### src/rtl/reg_mailbox_responder.sv
// Register-bus mailbox: a hardware producer pushes 32-bit words into a FIFO that software pops via DATA reads.
// Optional OVF drop counter at 0x14 is built when MAILBOX_OVERFLOW_CNT_EN is defined.
package reg_pkg;
  typedef struct packed {
    logic [31:0] addr;
    logic        write;
    logic [31:0] wdata;
    logic [3:0]  wstrb;
    logic        valid;
  } reg_req_t;

  typedef struct packed {
    logic [31:0] rdata;
    logic        error;
    logic        ready;
  } reg_rsp_t;
endpackage

module reg_mailbox_responder
  import reg_pkg::*;
#(
  parameter int DEPTH = 8
) (
  input  logic        clk_i,
  input  logic        rst_ni,
  input  reg_req_t    reg_req_i,
  output reg_rsp_t    reg_rsp_o,
  input  logic        push_valid_i,
  input  logic [31:0] push_data_i,
  output logic        push_ready_o,
  output logic        irq_o
);
  localparam int AW = $clog2(DEPTH);
  localparam int CW = $clog2(DEPTH) + 1;

  typedef enum logic {IDLE, RESP} state_t;

  state_t           state;
  logic [31:0]      mem [DEPTH];
  logic [AW-1:0]    rptr, wptr;
  logic [CW-1:0]    count, count_d, thresh;
  logic             irq_en, pending;
  logic             full, empty, push_acc, cap;
  logic             pop_dec, thresh_dec, ctrl_dec, w1c_dec;
  logic             do_pop, do_flush, do_w1c, pending_set;
  logic [31:0]      rdata_d, thresh_new, ctrl_new;
  logic             error_d;
  logic [4:0]       offs;

  function automatic logic [31:0] merge(input logic [31:0] old, input logic [31:0] wd,
                                        input logic [3:0] be);
    logic [31:0] res;
    for (int b = 0; b < 4; b++) res[8*b +: 8] = be[b] ? wd[8*b +: 8] : old[8*b +: 8];
    return res;
  endfunction

  assign full         = (count == CW'(DEPTH));
  assign empty        = (count == '0);
  assign push_ready_o = ~full;
  assign push_acc     = push_valid_i & ~full;
  assign irq_o        = pending & irq_en;
  assign cap          = (state == IDLE) & reg_req_i.valid;
  assign offs         = reg_req_i.addr[4:0];

  assign thresh_new = merge(32'(thresh), reg_req_i.wdata, reg_req_i.wstrb);
  assign ctrl_new   = merge({30'b0, irq_en, 1'b0}, reg_req_i.wdata, reg_req_i.wstrb);

`ifdef MAILBOX_OVERFLOW_CNT_EN
  logic [15:0] ovf;
  logic        ovf_dec, ovf_evt;
  assign ovf_evt = push_valid_i & full;
`endif

  always_comb begin
    pop_dec    = 1'b0;
    thresh_dec = 1'b0;
    ctrl_dec   = 1'b0;
    w1c_dec    = 1'b0;
`ifdef MAILBOX_OVERFLOW_CNT_EN
    ovf_dec    = 1'b0;
`endif
    rdata_d    = '0;
    error_d    = 1'b0;
    case (offs)
      5'h00: if (reg_req_i.write || empty) error_d = 1'b1;
             else begin rdata_d = mem[rptr]; pop_dec = 1'b1; end
      5'h04: if (reg_req_i.write) error_d = 1'b1;
             else rdata_d = {{(24-CW){1'b0}}, count, 6'b0, full, empty};
      5'h08: if (reg_req_i.write) thresh_dec = 1'b1;
             else rdata_d = 32'(thresh);
      5'h0C: if (reg_req_i.write) ctrl_dec = 1'b1;
             else rdata_d = {30'b0, irq_en, 1'b0};
      5'h10: if (reg_req_i.write) w1c_dec = reg_req_i.wstrb[0] & reg_req_i.wdata[0];
             else rdata_d = {31'b0, pending};
`ifdef MAILBOX_OVERFLOW_CNT_EN
      5'h14: if (reg_req_i.write) ovf_dec = 1'b1;
             else rdata_d = {16'b0, ovf};
`endif
      default: error_d = 1'b1;
    endcase
  end

  // clear only reaches the FIFO through byte 0, so old bit0 (always 0) merges in as "no clear"
  assign do_pop   = cap & pop_dec;
  assign do_flush = cap & ctrl_dec & ctrl_new[0];
  assign do_w1c   = cap & w1c_dec;

  always_comb begin
    count_d = count;
    if (do_flush) count_d = '0;
    else          count_d = count + CW'(push_acc) - CW'(do_pop);
  end

  assign pending_set = (thresh != '0) && (count < thresh) && (count_d >= thresh);

  always_ff @(posedge clk_i or negedge rst_ni) begin
    if (!rst_ni) begin
      rptr    <= '0;
      wptr    <= '0;
      count   <= '0;
      thresh  <= '0;
      irq_en  <= 1'b0;
      pending <= 1'b0;
    end else begin
      count <= count_d;
      if (do_flush) begin
        rptr <= '0;
        wptr <= '0;
      end else begin
        if (push_acc) wptr <= wptr + 1'b1;
        if (do_pop)   rptr <= rptr + 1'b1;
      end
      if (cap && thresh_dec) thresh <= thresh_new[CW-1:0];
      if (cap && ctrl_dec)   irq_en <= ctrl_new[1];
      pending <= pending_set | (pending & ~do_w1c);
    end
  end

  always_ff @(posedge clk_i) begin
    if (push_acc) mem[wptr] <= push_data_i;
  end

  always_ff @(posedge clk_i or negedge rst_ni) begin
    if (!rst_ni) begin
      state     <= IDLE;
      reg_rsp_o <= '0;
    end else begin
      case (state)
        IDLE: if (reg_req_i.valid) begin
          state           <= RESP;
          reg_rsp_o.ready <= 1'b1;
          reg_rsp_o.rdata <= rdata_d;
          reg_rsp_o.error <= error_d;
        end
        RESP: begin
          state     <= IDLE;
          reg_rsp_o <= '0;
        end
        default: state <= IDLE;
      endcase
    end
  end

`ifdef MAILBOX_OVERFLOW_CNT_EN
  // a drop in the same cycle as the clear survives as 1
  always_ff @(posedge clk_i or negedge rst_ni) begin
    if (!rst_ni)                          ovf <= '0;
    else if (cap && ovf_dec)              ovf <= 16'(ovf_evt);
    else if (ovf_evt && ovf != 16'hFFFF)  ovf <= ovf + 16'd1;
  end
`endif

  logic unused;
  assign unused = ^{reg_req_i.addr[31:5], thresh_new[31:CW], ctrl_new[31:2], ctrl_new[0]};
endmodule

### config.mk
export PLATFORM = sky130hd
export DESIGN_NAME = reg_mailbox_responder
export DESIGN_NICKNAME = d
export VERILOG_FILES = /design/src/rtl/reg_mailbox_responder.sv
export SDC_FILE = /design/constraint.sdc
export NUM_CORES = 1
export LEC_CHECK = 0
export CORE_MARGIN = 3
export CORE_UTILIZATION = 50
export DETAILED_ROUTE_END_ITERATION = 7
export PLACE_DENSITY = 0.76
export SLEW_MARGIN = 20
export SYNTH_ARGS = -nofsm -noshare
export SYNTH_HDL_FRONTEND = slang
export SYNTH_SLANG_ARGS = --single-unit
### constraint.sdc
create_clock -name clk_i -period 11.4 [get_ports clk_i]
set_clock_uncertainty 0.05 [all_clocks]
set_input_delay 2.28 -clock clk_i [delete_from_list [all_inputs] [get_ports clk_i]]
set_output_delay 2.28 -clock clk_i [all_outputs]
set_load 0.1 [all_outputs]
# Yosys cells after proc, flatten, opt, wreduce, memory -nomap -nowiden
# Memory sizes are Yosys's and may differ from the RTL's.
# Cells that the tools add are included.
dict set report word_totals {
  out_inout_bits 36
  ramBits 256
  memories 1
  inputBits 105
  wordCells 76
  regBits 51
}
# name words word_bits read_ports rd_ports_with_merged_regs write_ports line_no
set memory_table {}
lappend memory_table {mem 8 32 1 0 1 39} ;# logic [31:0] mem [DEPTH];
dict set report classes {
  eq_ne 6
  order_cmp 2
  n_reduce_logical 13
  muxes 27
  bitwise_logic 13
  add_sub_neg 4
}
# operator n
set ops {}
lappend ops {{one-hot mux 32 bit (5 select lines)} 1}
lappend ops {{one-hot mux 34 bit (2 select lines)} 1}
lappend ops {{2-to-1 mux 34 bit} 1}
lappend ops {{2-to-1 mux 32 bit} 1}
lappend ops {{2-to-1 mux 1 bit} 13}
lappend ops {{2-to-1 mux 12 bit} 1}
lappend ops {{2-to-1 mux 3 bit} 4}
lappend ops {{== test 5 x 4 -> 1 bit (second input constant)} 2}
lappend ops {{AND 1 bit} 9}
lappend ops {{2-to-1 mux 4 bit} 2}
lappend ops {{adder 3 x 1 -> 3 bit (second input constant)} 2}
lappend ops {{== test 5 x 3 -> 1 bit (second input constant)} 1}
lappend ops {{== test 5 bit (second input constant)} 1}
lappend ops {{zero test 5 bit} 1}
lappend ops {{adder 4 x 1 -> 4 bit} 1}
lappend ops {{== test 4 bit (second input constant)} 1}
lappend ops {{>= comparator 4 bit} 1}
lappend ops {{logical AND 1 bit} 4}
lappend ops {{zero test 4 bit} 1}
lappend ops {{< comparator 4 bit} 1}
lappend ops {{AND reduction 2 bit} 2}
lappend ops {{nonzero test 2 bit} 2}
lappend ops {{nonzero test 4 bit} 1}
lappend ops {{subtractor 4 x 1 -> 4 bit} 1}
lappend ops {{other kinds (8)} 10}

# Longest topological paths before layout
dict set report logic_depth {
  depth_word 10
  mapped_depth 16
  mapped_depth_nobuf 15
}

# Least setup slack after synthesis
# No wires, ideal clock.
dict set report synth_path {
  path_kind {in2reg}
  from {input push_valid_i}
  to {memory mem[0][0], enable pin}
  t_required_ps 10889
  t_arrival_ps 4946
  slack_ps 5943
  n_path_buf 0
  setup_ps 461
  stages 3
  path_cell_list {nand2_1 or2_2 nor3_1}
}
dict set report synth_between {
  elab_chain_len 3
}
# item line_no
set synth_lines {}
lappend synth_lines {{start, declared} 28} ;# input logic push_valid_i,
lappend synth_lines {{AND 1 bit} 60} ;# assign push_acc = push_valid_i & ~full;
lappend synth_lines {{2-to-1 mux 1 bit} 140} ;# if (push_acc) mem[wptr] <= push_data_i;
lappend synth_lines {{2-to-1 mux 1 bit (not written as such)} 140}
lappend synth_lines {{end, declared} 39}
# Every way passes these cells.

# Final worst setup path
dict set report layout_path {
  from {input reg_req_i[0] (netlist bit)}
  to {register pending}
}
dict set report layout_between {
  elab_chain_len 7
  word_cells_on_any_way 12
  cone_classes {add/sub: 1; order compare: 1; mux: 1; bitwise: 8; reduce/logical: 1}
}
# item line_no
set layout_lines {}
lappend layout_lines {{start, declared} 26} ;# input reg_req_t reg_req_i,
lappend layout_lines {{AND 1 bit (*)} 62} ;# assign cap = (state == IDLE) & reg_req_i.valid;
lappend layout_lines {{AND 1 bit, on equally long branches} {104, 105}}
lappend layout_lines {{subtractor 4 x 1 -> 4 bit / AND 1 bit (equally long branches)} {111, 105}}
lappend layout_lines {{2-to-1 mux 4 bit (*)} 110} ;# if (do_flush) count_d = '0;
lappend layout_lines {{net count_d[3]} 41} ;# logic [CW-1:0] count, count_d, thresh;
lappend layout_lines {{>= comparator 4 bit (*)} 114} ;# assign pending_set = (thresh != '0) && (count < thresh) && (count_d >= thresh);
lappend layout_lines {{logical AND 1 bit (*)} 114}
lappend layout_lines {{bitwise OR 1 bit (*)} 135} ;# pending <= pending_set | (pending & ~do_w1c);
lappend layout_lines {{end signal, assigned} 135}
lappend layout_lines {{end, declared} 42} ;# logic irq_en, pending;
# The timed path passes the listed nets; every way through them passes the cells marked *.
# A chain may end at the register's enable or synchronous reset.

==> metrics.md <==
| Metric | Value |
|---|---|
| Status | `finished, final reports clean` |
| Clk slew on worst S/H paths | `0.06 ns` |
| Vias/cell | `5.77` |
| Global-route wire length before repair | `37.5 mm` |
| Synth Area in Adders | `1.72%` |
| Largest net degree at the start of global routing | `66` |
| Sw Ratio | `25.6%` |
| Number of synthesized flops with an enable pin | `256` |
| Hold wc startpoint | `reg_rsp_o[0]` |
| Crit path max-delay cell type | `clkdlybuf4s50_1` |
| Initial Util | `51.0%` |
| Die Wd | `161 um` |
| Post-synthesis register bit count | `307` |
| Post-CTS Setup Repair Bufs | `0` |
| Sequential group share of total power | `51.5%` |
| Placer Congestion | `0.851` |
| Post_cts resized | `0` |
| Syn nets | `708` |
| Pre-CTS setup slack | `5.57 ns` |
| Fin cells | `1031` |
| Ant diodes | `0` |
| Met3 wire len | `1.72 mm` |
| DP Area | `0.0133 mm^2` |
| Synthesis Warnings | `0` |
| Iteration count of the initial detailed-routing pass | `6` |
| WS Path Type | `in -> reg` |
| Peak VDD IR | `0.147 mV` |
| Row cnt | `56` |
| GRT Overall Usage | `18.8%` |
| Ys flop type | `edfxtp_1` |
| Clk sinks | `307` |
| Final WS setup | `6.11 ns` |
| Total vias in the final route | `5946` |
| Hold depth | `2` |
| Congestion Overflow GR | `0` |
| Die height | `161 um` |
| MaxCap Viol Count | `0` |
| Crit-path cells | `clkdlybuf4s50_1 -> or3b_1 -> nor4b_4 -> ha_1 -> inv_1 -> ha_1 -> a21o_1 -> a21oi_1 -> xnor2_1 -> nor2_1 -> ha_1 -> o21a_1 -> a21oi_1 -> o41ai_1` |
| First DRT Iteration DRCs | `480` |
| Top layer in use | `met5` |
| Final nets | `809` |
| Seq/Total Area, Yosys | `74.4%` |
| Max incr delay on CP | `0.60 ns` |
| # H-tree levels | `1` |
| Sequential cell area | `0.00897 mm^2` |
| Fmax | `189 MHz` |
| Most frequent cells in the layout | `edfxtp_1 (256), clkdlybuf4s50_1 (81), mux4_2 (64), dfrtp_1 (48), mux2_2 (38)` |
| Io pins | `141` |
| Hold Path End | `reg_rsp_o[0]` |
| WL final | `24.0 mm` |
| Most frequent CP cell | `ha_1` |
| Hold Buf Count CTS | `0` |
| Final setup viols | `0` |
| Critical path required time | `11.78 ns` |
| Cell Int Power | `2.09 mW` |
| Final hold vios | `0` |
| Unrepaired setup endpoints after global routing | `false` |
| Gate power share | `15.5%` |
| Layout cells sized above 1 | `24.6%` |
| Simple-gate area share of the yosys netlist | `2.79%` |
| CTS max path bufs | `3` |
| Clk Tree Root Cell | `clkbuf_16` |
| Avg WL per Cell | `23.3 um` |
| Detail Route Antenna Nets | `0` |
| Metal2 WL | `12.1 mm` |
| DRT met1 WL | `9.87 mm` |
| Multi-input gate area | `0.00295 mm^2` |
| Path depth of the worst reg2reg path | `14` |
| Largest family of logic cells by synthesized area | `multiplexers` |
| Slew Limit Headroom | `29.8%` |
| Clock power frac | `33.0%` |
| Clock latency on the worst-skew pair | `0.56 ns` |
| IO Port Bufs | `82` |
| Commonest non-fill, non-tap cell in the layout | `edfxtp_1` |
| CP max FO | `7` |
| Area grow syn2layout | `18.0%` |
| Gate Count Post-Synth | `587` |
| Initial antenna violation count | `2` |
| Endpoint of the worst register-to-register path | `pending` |
| Post-route cell area | `0.0142 mm^2` |
| Leakage | `4.77 nW` |
| CTS tree | `built` |
| Synth Area per Inst | `20.5 um^2` |
| Arr. time, crit path | `5.68 ns` |
| Post-Place Cells | `974` |
| Final worst-path cycle share | `46.4%` |
| Final Critical Period | `5.29 ns` |
| FF-to-FF setup slack | `7.76 ns` |
| Critical Path Start Type | `input pin` |
| Core area | `0.0236 mm^2` |
| Detailed Place HPWL | `12.9 mm` |
| R2R Path Start | `count[2]` |
| Area of the mapped netlist | `0.0121 mm^2` |
| Final Max Slew Viols | `0` |
| Vias in the first global route | `6422` |
| # DRC | `0` |
| Setup TNS | `0 ns` |
| Worst hold slack | `0.447 ns` |
| Power per cell area | `198 mW/mm^2` |
| Die area | `0.0260 mm^2` |
| Hold Crit Class | `reg -> reg` |
| Critical Path End Type | `register` |
| CTS Buf Count | `31` |
| Switch Pwr | `0.718 mW` |
| Multiplexer share of the synthesized area | `15.6%` |
| Number of fill cells | `1676` |
| Async set-reset flop share out of synthesis | `16.6%` |
| Synth Area in Compound Gates | `3.50%` |
| Slew @ Worst Pin | `1.05 ns` |
| Xor-xnor portion of the synthesized cell area | `0.363%` |
| Library cells used by synthesis | `46` |
==> power by group through the flow <==
stage	clock network, mW	logic [mW]	registers [mW]
6_report	0.928	0.434	1.45
5_1_grt	0.991	0.478	1.46
4_1_cts	0.949	0.441	1.45
3_5_place_dp	0	0.438	1.47
3_3_place_gp	0	0.430	1.46
2_1_floorplan	0	0.288	1.45
==> stage by stage <==
stage          power (mW)  util [%]
3_3_place_gp         1.89      56.3
6_report             2.81      60.2
2_1_floorplan        1.74         -
5_1_grt              2.93      60.2
4_1_cts              2.84      60.2
3_5_place_dp         1.91      56.3
==> kinds of logic (layout without fill, tap and decap cells) <==
family,count (synthesis),count (layout)
AO/OA/AOI/OAI,52,52
flip-flops,307,307
AND/OR/NAND/NOR,61,61
adder cells (fa/ha/maj),16,16
buffers and inverters,43,168
multiplexers,103,103
XOR/XNOR,5,5
==> routing by layer <==
layer / up-vias / GRT usage (%)
li1: 2603 / -
met5: - / 0
met2: 204 / 31.9
met4: 4 / 3.91
met1: 3101 / 25.1
met3: 34 / 4.77
==> worst max-delay path by stage <==
stage,from,slack (ns),cells past startpoint,end
global placement,reg_req_i[0],5.58,14,pending
CTS,reg_req_i[0],6.13,14,pending
finish,reg_req_i[0],6.11,14,pending
detailed placement,reg_req_i[0],5.57,14,pending
floorplan,push_valid_i,5.94,3,mem[0][0]
global route,reg_req_i[0],5.90,14,pending
==> critical path: cells and delay by family <==
family,cells,cell delay (ns)
XOR/XNOR,1,0.13
buffers and inverters,2,0.66
AND/OR/NAND/NOR,3,0.93
adder cells (fa/ha/maj),3,0.76
AO/OA/AOI/OAI,5,0.91
==> area by class of cell <==
type                       count  share of cell area [%]
sequential                   307                    63.1
multi-input combinational    237                    20.7
timing repair buffer          95                    6.42
clock buffer                  43                    5.84
tap                          319                    2.81
clock inverter                14                   0.713
inverter                      16                   0.422
==> flip-flops by register name, summed over array words and instances (netlist names) <==
| name | flops |
|---|---|
| state | 1 |
| rptr | 3 |
| count | 4 |
| irq_en | 1 |
| mem | 256 |
| reg_rsp_o | 34 |
| pending | 1 |
| thresh | 4 |
| wptr | 3 |
==> Yosys cell counts, drive strengths merged (2+ instances only) <==
| cell | count | area share (%) |
|---|---|---|
| mux2 | 38 | 3.6 |
| nor3 | 5 | 0.21 |
| nor2 | 21 | 0.67 |
| a22o | 24 | 1.7 |
| a21oi | 6 | 0.25 |
| clkbuf | 15 | 0.47 |
| mux4 | 64 | 12 |
| inv | 16 | 0.50 |
| buf | 12 | 0.70 |
| ha | 15 | 1.6 |
| nand2 | 6 | 0.19 |
| nor2b | 3 | 0.16 |
| a222oi | 6 | 0.50 |
| dfrtp | 51 | 11 |
| nand2b | 6 | 0.31 |
| and2 | 2 | 0.10 |
| edfxtp | 256 | 64 |
| or3b | 4 | 0.29 |
| o21ai | 4 | 0.17 |
| or2 | 3 | 0.16 |
| nor4 | 3 | 0.16 |
| xnor2 | 4 | 0.29 |
| nand3 | 4 | 0.17 |
(Power assumes the default switching activity.)
